[src/rtl/uart_pkg.sv]
// uart_pkg: shared types and helpers for the UART DTM. It holds the command and
// address encodings, the framing bytes, the parser states and the payload-length
// helpers. It has no ports; it is imported by the frame parser.
package uart_pkg;

  // Command byte layout: cmd in the top three bits, addr in the low five.
  localparam int CMD_BYTE_CMD_MSB  = 7;
  localparam int CMD_BYTE_CMD_LSB  = 5;
  localparam int CMD_BYTE_ADDR_MSB = 4;
  localparam int CMD_BYTE_ADDR_LSB = 0;

  localparam logic [7:0] HEADER = 8'h01;
  localparam logic [7:0] ESC    = 8'hA0;

  // DMI write word: 7 address bits + 32 data bits + 2 op bits.
  localparam int WLEN_DMI   = 41;
  localparam int MAX_WBYTES = 6;

  // Codes 3'b100..3'b110 are reserved and rejected by the parser.
  typedef enum logic [2:0] {
    CMD_NOP       = 3'b000,
    CMD_READ      = 3'b001,
    CMD_CONT_READ = 3'b010,
    CMD_WRITE     = 3'b011,
    CMD_RESET     = 3'b111
  } cmd_e;

  typedef enum logic [4:0] {
    ADDR_NOP     = 5'h00,
    ADDR_IDCODE  = 5'h01,
    ADDR_DTMCS   = 5'h10,
    ADDR_DMI     = 5'h11,
    ADDR_STB0_CS = 5'h14,
    ADDR_STB0_D  = 5'h15,
    ADDR_STB1_CS = 5'h16,
    ADDR_STB1_D  = 5'h17
  } addr_e;

  typedef enum logic [2:0] {
    IDLE,
    CMD,
    DATA,
    ESCP,
    OUT
  } frame_state_e;

  // Number of payload bits a write to this register carries.
  function automatic int get_write_length(input logic [4:0] addr);
    int len;
    case (addr)
      ADDR_IDCODE, ADDR_DTMCS:   len = 32;
      ADDR_DMI:                  len = WLEN_DMI;
      ADDR_STB0_D, ADDR_STB1_D:  len = 32;
      ADDR_STB0_CS, ADDR_STB1_CS: len = 8;
      default:                   len = 8;
    endcase
    return len;
  endfunction

  // Payload bytes on the wire for a write to this register.
  function automatic logic [2:0] get_write_bytes(input logic [4:0] addr);
    return 3'((get_write_length(addr) + 7) / 8);
  endfunction

endpackage

[src/rtl/uart_dtm_frame_rx.sv]
// uart_dtm_frame_rx: finds HEADER-delimited frames in the UART byte stream,
// decodes the command byte, de-escapes write payloads and presents one complete
// command per valid/ready handshake; malformed or stalled frames pulse frame_err_o.
// Ports: rx_data_i/rx_valid_i/rx_ready_o byte input; cmd_o/addr_o/data_o with
// cmd_valid_o/cmd_ready_i command output; frame_err_o drop pulse; clk_i, rst_i.
module uart_dtm_frame_rx
  import uart_pkg::*;
#(
  parameter int DATA_W         = 48,
  parameter int TIMEOUT_CYCLES = 100000
) (
  input  logic              clk_i,
  input  logic              rst_i,
  input  logic [7:0]        rx_data_i,
  input  logic              rx_valid_i,
  output logic              rx_ready_o,
  output logic [2:0]        cmd_o,
  output logic [4:0]        addr_o,
  output logic [DATA_W-1:0] data_o,
  output logic              cmd_valid_o,
  input  logic              cmd_ready_i,
  output logic              frame_err_o
);

  localparam int TMO_W = (TIMEOUT_CYCLES > 1) ? $clog2(TIMEOUT_CYCLES + 1) : 1;

  frame_state_e      state, state_n;
  logic [2:0]        cnt, cnt_n;    // payload bytes still expected
  logic [2:0]        idx, idx_n;    // next payload byte slot
  logic [DATA_W-1:0] data, data_n;
  logic [2:0]        cmd, cmd_n;
  logic [4:0]        addr, addr_n;
  logic              err_n;
  logic [TMO_W-1:0]  tmo, tmo_n;
  logic              xfer;
  logic              store;
  logic              tmo_hit;
  logic [2:0]        rx_cmd;
  logic [4:0]        rx_addr;

  // Ready drops combinationally during reset so no byte is lost to a reset edge.
  assign rx_ready_o  = !rst_i && (state != OUT);
  assign xfer        = rx_valid_i && rx_ready_o;
  assign cmd_valid_o = (state == OUT);
  assign cmd_o       = cmd;
  assign addr_o      = addr;
  assign data_o      = data;

  assign rx_cmd  = rx_data_i[CMD_BYTE_CMD_MSB:CMD_BYTE_CMD_LSB];
  assign rx_addr = rx_data_i[CMD_BYTE_ADDR_MSB:CMD_BYTE_ADDR_LSB];

  // Fires on the idle cycle that would bring the count up to TIMEOUT_CYCLES.
  assign tmo_hit = (TIMEOUT_CYCLES != 0) && !xfer &&
                   (tmo == TMO_W'(TIMEOUT_CYCLES - 1));

  always_comb begin
    state_n = state;
    cnt_n   = cnt;
    idx_n   = idx;
    data_n  = data;
    cmd_n   = cmd;
    addr_n  = addr;
    err_n   = 1'b0;
    tmo_n   = tmo;
    store   = 1'b0;

    case (state)
      IDLE: begin
        tmo_n = '0;
        if (xfer && rx_data_i == HEADER) state_n = CMD;
      end
      CMD: begin
        // A repeated HEADER simply resynchronises; stay here.
        if (xfer && rx_data_i != HEADER) begin
          case (cmd_e'(rx_cmd))
            CMD_WRITE: begin
              cmd_n   = rx_cmd;
              addr_n  = rx_addr;
              cnt_n   = get_write_bytes(rx_addr);
              idx_n   = '0;
              data_n  = '0;
              state_n = DATA;
            end
            CMD_NOP, CMD_READ, CMD_CONT_READ, CMD_RESET: begin
              cmd_n   = rx_cmd;
              addr_n  = rx_addr;
              data_n  = '0;
              state_n = OUT;
            end
            default: begin
              err_n   = 1'b1;
              state_n = IDLE;
            end
          endcase
        end
      end
      DATA: begin
        if (xfer) begin
          if (rx_data_i == ESC) begin
            state_n = ESCP;
          end else if (rx_data_i == HEADER) begin
            // Unescaped HEADER means the sender restarted: drop and resync.
            err_n   = 1'b1;
            state_n = CMD;
          end else begin
            store = 1'b1;
          end
        end
      end
      ESCP: begin
        if (xfer) store = 1'b1;
      end
      OUT: begin
        tmo_n = '0;
        if (cmd_ready_i) state_n = IDLE;
      end
      default: state_n = IDLE;
    endcase

    if (store) begin
      for (int i = 0; i < MAX_WBYTES; i++) begin
        if (idx == 3'(i)) data_n[8*i +: 8] = rx_data_i;
      end
      idx_n   = idx + 3'd1;
      cnt_n   = cnt - 3'd1;
      state_n = (cnt == 3'd1) ? OUT : DATA;
    end

    // Inter-byte timeout, only while a frame is open.
    if (state == CMD || state == DATA || state == ESCP) begin
      if (xfer) begin
        tmo_n = '0;
      end else if (tmo_hit) begin
        tmo_n   = '0;
        err_n   = 1'b1;
        state_n = IDLE;
      end else if (TIMEOUT_CYCLES != 0) begin
        tmo_n = tmo + 1'b1;
      end
    end
  end

  always_ff @(posedge clk_i) begin
    if (rst_i) begin
      state       <= IDLE;
      cnt         <= '0;
      idx         <= '0;
      data        <= '0;
      cmd         <= CMD_NOP;
      addr        <= ADDR_NOP;
      tmo         <= '0;
      frame_err_o <= 1'b0;
    end else begin
      state       <= state_n;
      cnt         <= cnt_n;
      idx         <= idx_n;
      data        <= data_n;
      cmd         <= cmd_n;
      addr        <= addr_n;
      tmo         <= tmo_n;
      frame_err_o <= err_n;
    end
  end

endmodule

[config.mk]
export PLATFORM = sky130hd
export DESIGN_NAME = uart_dtm_frame_rx
export DESIGN_NICKNAME = d
export VERILOG_FILES = /design/src/rtl/uart_pkg.sv /design/src/rtl/uart_dtm_frame_rx.sv
export SDC_FILE = /design/constraint.sdc
export NUM_CORES = 1
export LEC_CHECK = 0
export ABC_AREA = 1
export CAP_MARGIN = 20
export CORE_MARGIN = 2
export CORE_UTILIZATION = 40
export CTS_CLUSTER_DIAMETER = 50
export CTS_CLUSTER_SIZE = 14
export DETAILED_ROUTE_END_ITERATION = 10
export PLACE_DENSITY = 0.73
export REMOVE_ABC_BUFFERS = 1
export SLEW_MARGIN = 20
export SYNTH_ARGS = -nofsm -noshare
export SYNTH_HDL_FRONTEND = slang
export SYNTH_SLANG_ARGS = --single-unit
[constraint.sdc]
create_clock -name clk_i -period 1.6 [get_ports clk_i]
set_clock_uncertainty 0.1 [all_clocks]
set_input_delay 0.16 -clock clk_i [delete_from_list [all_inputs] [get_ports clk_i]]
set_output_delay 0.16 -clock clk_i [all_outputs]
set_load 0.005 [all_outputs]
Yosys cells after proc, flatten, opt, wreduce, memory -nomap -nowiden

Cells that the tools add are included.

Bits in registers: 83
Bits of input ports: 12

Add/subtract/negate cells: 5
Equal/unequal tests: 24
Multiplexer cells: 53
Bitwise logic cells: 1
Reductions and logical operators: 23

Operators by type and width:

| cell                    | number |
|---|---|
| $mux W48                | 4 |
| $mux W32                | 3 |
| $mux W17                | 4 |
| $mux W3                 | 19 |
| $mux W8                 | 6 |
| $add A32 B4 Y32 const B | 1 |
| $eq A5 B5 Y1 const B    | 4 |
| $eq A3 B2 Y1 const B    | 6 |
| $add A17 B1 Y17 const B | 1 |
| $eq A17 B17 Y1 const B  | 1 |
| $pmux W3 S5             | 1 |
| $eq A3 B1 Y1 const B    | 4 |
| $eq A3 B3 Y1 const B    | 4 |
| $mux W1                 | 12 |
| $pmux W6 S2             | 1 |
| $logic_not A3 Y1        | 3 |
| $eq A8 B1 Y1 const B    | 1 |
| $eq A8 B8 Y1 const B    | 1 |
| $ne A8 B1 Y1 const B    | 1 |
| $reduce_bool A2 Y1      | 4 |
| $reduce_or A4 Y1        | 2 |
| $pmux W3 S2             | 1 |
| $reduce_and A3 Y1       | 2 |
| $eq A5 B1 Y1 const B    | 1 |
| other kinds (12)        | 19 |

Longest topological paths before layout

Word-level depth: 14
Depth in mapped cells: 14
Mapped depth without buffers: 11

Least setup slack after synthesis

Ideal clock, no wire load.

Kind: register -> register
Start: register state[0]
End: register data[45] (netlist: data_o[45])
Setup time: 113 ps
Arrival: 1427 ps
Data required time: 1387 ps
Setup slack: -40 ps
Cell stages (with the launch flop): 13
Buffers on the path: 2
Clock period less this slack: 1640 ps
Path through: dfxtp_1 -> nor2_1 -> nand2_1 -> nand3_4 -> inv_2 -> nand2_1 -> nand2_4 -> buf_6 -> nand3_4 -> buf_6 -> nand2_1 -> nand2_1 -> nor2_1

Word-level cells in the longest chain between the ends: 8
Elaborated cells on any way between the ends: 14
Those cells by class: eq/ne (4); mux (7); reduce/logical (3)

RTL lines:

| element                | line                     | text |
|---|---|---|
| start, declared        | uart_dtm_frame_rx.sv:27  | `frame_state_e state, state_n;` |
| start signal, assigned | uart_dtm_frame_rx.sv:154 | `state <= state_n;` |
| $ne A3 B3 Y1           | uart_dtm_frame_rx.sv:42  | `assign rx_ready_o = !rst_i && (state != OUT);` |
| $logic_and A1 B1 Y1    | uart_dtm_frame_rx.sv:42  |  |
| $logic_and A1 B1 Y1    | uart_dtm_frame_rx.sv:43  | `assign xfer = rx_valid_i && rx_ready_o;` |
| $logic_and A1 B1 Y1    | uart_dtm_frame_rx.sv:74  | `if (xfer && rx_data_i != HEADER) begin` |
| $mux W48               | uart_dtm_frame_rx.sv:74  |  |
| $mux W48               | uart_dtm_frame_rx.sv:67  | `case (state)` |
| $mux W8                | uart_dtm_frame_rx.sv:122 | `if (idx == 3'(i)) data_n[8*i +: 8] = rx_data_i;` |
| $mux W48 (*)           | uart_dtm_frame_rx.sv:120 | `if (store) begin` |
| end signal, assigned   | uart_dtm_frame_rx.sv:157 | `data <= data_n;` |
| end, declared          | uart_dtm_frame_rx.sv:30  | `logic [DATA_W-1:0] data, data_n;` |

Mark *: on every way between the ends. The rest lies on a longest branch, timed or not.
A chain may end at the register's enable or synchronous reset.

Worst setup path in the final report

Start: register state[1]
End: register data[30] (netlist: data_o[30])

Same word-level chain as after synthesis.

==> summary.md <==
| Metric | Value |
|---|---|
| Vias in the first global route | about 4.5k |
| WP data required | ~1.8 ns |
| YS warnings | 0 |
| Part of the power in registers | between 50 and 60% |
| Synthesized area | ~4000 sq um |
| Clk sinks | 83 |
| Slowest library cell on the worst path | dfxtp_2 |
| Post-synth EDFFs | 0 |
| Tot GR Track Use | approximately 24% |
| Share of layout cells above drive strength 1 | about a third |
| R2R Setup Slk | -0.24 ns |
| Die ar. | approximately 11000 sq um |
| Pwr Total | just under 4 mW |
| #FFs+latches synth | between 80 and 90 |
| FILL cells | 762 |
| Die Y | 105 um |
| Comb power frac | a little over 6% |
| Slew @ Worst Pin | approximately 0.55 ns |
| Met2 usage | a little over two fifths |
| Root buf cell | clkbuf_8 |
| Post-synth ARST share | 0% |
| Internal power | between 2 and 3 mW |
| Synth cell types | 33 |
| CTS Buf Count | 9 |
| Failing checks | setup timing |
| Die width | about 100 um |
| Min-Delay Path Class | in2reg |
| Met1 Track Usage GR | 27.7% |
| First-pass detailed-route iteration total | 5 |
| Crit path kind | reg2reg |
| Lkg Pwr | ~2.7 nW |
| Unrepaired setup endpoints after global routing | yes |
| Mapped Cells | just over 600 |
| Crit start category | flop |
| Sequential area share after synthesis | between 40% and 50% |
| Clk_lat worst skew | between 0.3 and 0.4 ns |
| Initial cell density of the core | approximately two fifths |
| Max-slew violation count | 0 |
| Pin count of the biggest net entering global routing | 60 |
| Max H-tree Level | 3 |
| Setup TNS | -8.72 ns |
| Worst setup margin | -0.235 ns |
| VDD IR max | 419 uV |
| Highest fanout seen on the critical path | 9 |
| CORE AREA | roughly 9800 sq um |
| Switching portion of total power | 24.8% |
| Top_reg_cell synth | dfxtp_1 |
| Routability Congestion | just under 0.9 |
| Antenna Cells | 0 |
| Crit path capture type | flop |
| DR iter-0 viols | around 220 |
| # setup viols final | 80 |
| Largest stage delay, worst path | between 0.3 and 0.4 ns |
| Delay-heaviest family, CP | simple AND/OR/NAND/NOR gates |
| Net Switching | between 0.9 and 1 mW |
| Final Hold Vio Count | 0 |
| Via count | 4634 |
| Total Nets Final | approximately 770 |
| Top Usage Layer GRT | met2 |
| Buffers on Ports | 70 |
| Fmax | approximately 0.54 GHz |
| FP Rows | 36 |
| Dpl hpwl | just under 8 mm |
| Dpl cells | around 840 |
| Critical Path AT | around 2 ns |
| First-pass GRT wire length | 21.3 mm |
| Area Growth Syn to Fin | 57.7% |
| Clock slew at reported path FFs | roughly 0.09 ns |
| Antenna violations before repair | 0 |
| CTS tree | built |
| Cell area after layout | around 6400 sq um |
| Post-DRT Antenna Nets | 0 |
| Clock buffer depth | 2 |
| IO Count | slightly above 70 |
| MaxCap Viol Count | 0 |
| GR Util met3 | 5.33% |
| Worst-path cell chain | nor2_4, nand2_2, buf_6, nand3_4, nor2_4, nand3b_1, buf_6, buf_8, nand2_2, nand2_1, o21ai_1, nor2_1 |
| CP bufs+invs | 3 |
| DRC viols | 0 |
| Clk network pwr share | slightly above 40% |
| Grt ovf | 0 |
| Outcome | finished with violations |
| Finished Layout Cells | 886 |
| Fin crit share | 115% |
| DR WL/cell | between 15 and 20 um |
| Number of hold buffers added after CTS | 0 |
| Slew Limit Headroom | a little over three fifths |
| Pwr dens | a little over 600 nW/um^2 |
| Minimum clock period after layout | 1.84 ns |
| Vias per cell | about 5.2 |
| Hold slack | around 0.21 ns |
| Syn avg cell area | 6.61 sq um |
| Routed WL | about 14 mm |
| Placed Area | 5210 sq um |
state kept, by name, summed over array words and instances, names as in the netlist:
| name | flops |
|---|---|
| cnt | 3 |
| addr_o | 5 |
| frame_err_o | 1 |
| data_o | 48 |
| idx | 3 |
| tmo | 17 |
| cmd_o | 3 |
| state | 3 |
worst reg2reg max path, cell delays in order, from the launching register on:
cell      delay, ns
dfxtp_2        0.37
nor2_4         0.04
nand2_2        0.07
buf_6          0.10
nand3_4        0.13
nor2_4         0.15
nand3b_1       0.13
buf_6          0.19
buf_8          0.15
nand2_2        0.05
nand2_1        0.05
o21ai_1        0.11
nor2_1         0.09
per-layer routing:
layer | vias to the layer above | share of wire, % | routed length, um
met2 | 193 | 51 | 7250
li1 | 2193 | - | -
met3 | 49 | 6.3 | 885
met1 | 2199 | 39 | 5550
met5 | - | 0 | 0
met4 | 0 | 3.2 | 446
worst paths after layout:
kind / start / to / depth (start not counted)
worst min register to register: addr_o[4]$_SDFFE_PP0P_ / addr_o[4]$_SDFFE_PP0P_ / 2
worst min-delay path: rx_data_i[7] / data_o[7]$_SDFF_PP0_ / 4
worst max register to register: state[1]$_SDFF_PP0_ / data_o[30]$_SDFF_PP0_ / 12
worst max-delay path: state[1]$_SDFF_PP0_ / data_o[30]$_SDFF_PP0_ / 12
cell families after synthesis:
kind of cell / Yosys count / share of synthesized area (%)
xor gates and xnor gates: 1 / 0.217
buffers and inverters: 90 / 9.75
DFF: 83 / 41.1
adders and majority gates: 8 / 2.48
and+or+nand+nor: 353 / 36.6
AOI/OAI and AO/OA: 76 / 9.81
final cells by class:
type                            count  area [sq um]  share of cell area (%)
Sequential cell                    83          1670                    26.2
Multi-Input combinational cell    441          2560                    40.2
Clock inverter                      6          65.1                    1.02
Clock buffer                       10           138                    2.16
Timing Repair Buffer              154          1550                    24.2
Tap cell                          133           166                    2.61
Inverter                           59           229                    3.59
power groups by stage:
stage | sequential [mW] | combinational (mW) | clock [mW]
finish | 2.06 | 0.235 | 1.59
global route | 2.06 | 0.247 | 1.67
CTS | 2.06 | 0.207 | 1.59
detailed placement | 2.11 | 0.182 | 0
global placement | 2.11 | 0.179 | 0
floorplan | 2.11 | 0.0520 | 0
cell usage after synthesis, drive strengths merged (2+ instances only):
cell	count	area share, %
nand4	6	0.93
nand3b	2	0.37
o211ai	2	0.37
ha	8	2.5
inv	59	5.5
nand3	23	4.0
dfxtp	83	41
buf	24	3.6
clkbuf	7	0.65
o21ai	41	5.1
nor2	121	12
a21oi	29	3.6
nor3b	3	0.56
nor3	10	1.2
nand2	186	18
timing repair:
action                                  4_1_cts  5_1_grt
gates cloned                                  9        1
setup buffers                                21       10
endpoints found under the setup margin       70       83
resized for setup                            84      146
pin swaps                                    13       48
placed cells by master, fill, tap and decap left out, types with 5 or more instances in the layout:
master / instances
nand2_1: 132
nor2_1: 97
dfxtp_1: 76
clkdlybuf4s50_1: 63
buf_4: 57
inv_1: 48
nand2_2: 39
a21oi_1: 21
nor2_2: 18
o21ai_2: 18
o21ai_1: 18
buf_6: 15
nand2_4: 13
nand3_1: 12
clkbuf_8: 10
inv_2: 9
a21oi_2: 8
buf_12: 8
nand3_2: 7
ha_1: 7
dfxtp_2: 7
nor2_4: 6
nand3_4: 6
nand4_1: 6
nor3_2: 5
metrics by stage:
step	util (%)	setup slack, ns
floorplan	-	-1.23
global placement	53.3	-0.494
detailed placement	53.3	-0.600
CTS	61.6	-0.199
global route	65.2	-0.280
finish	65.2	-0.235
No activity file was read; power rests on OpenSTA's default activity.
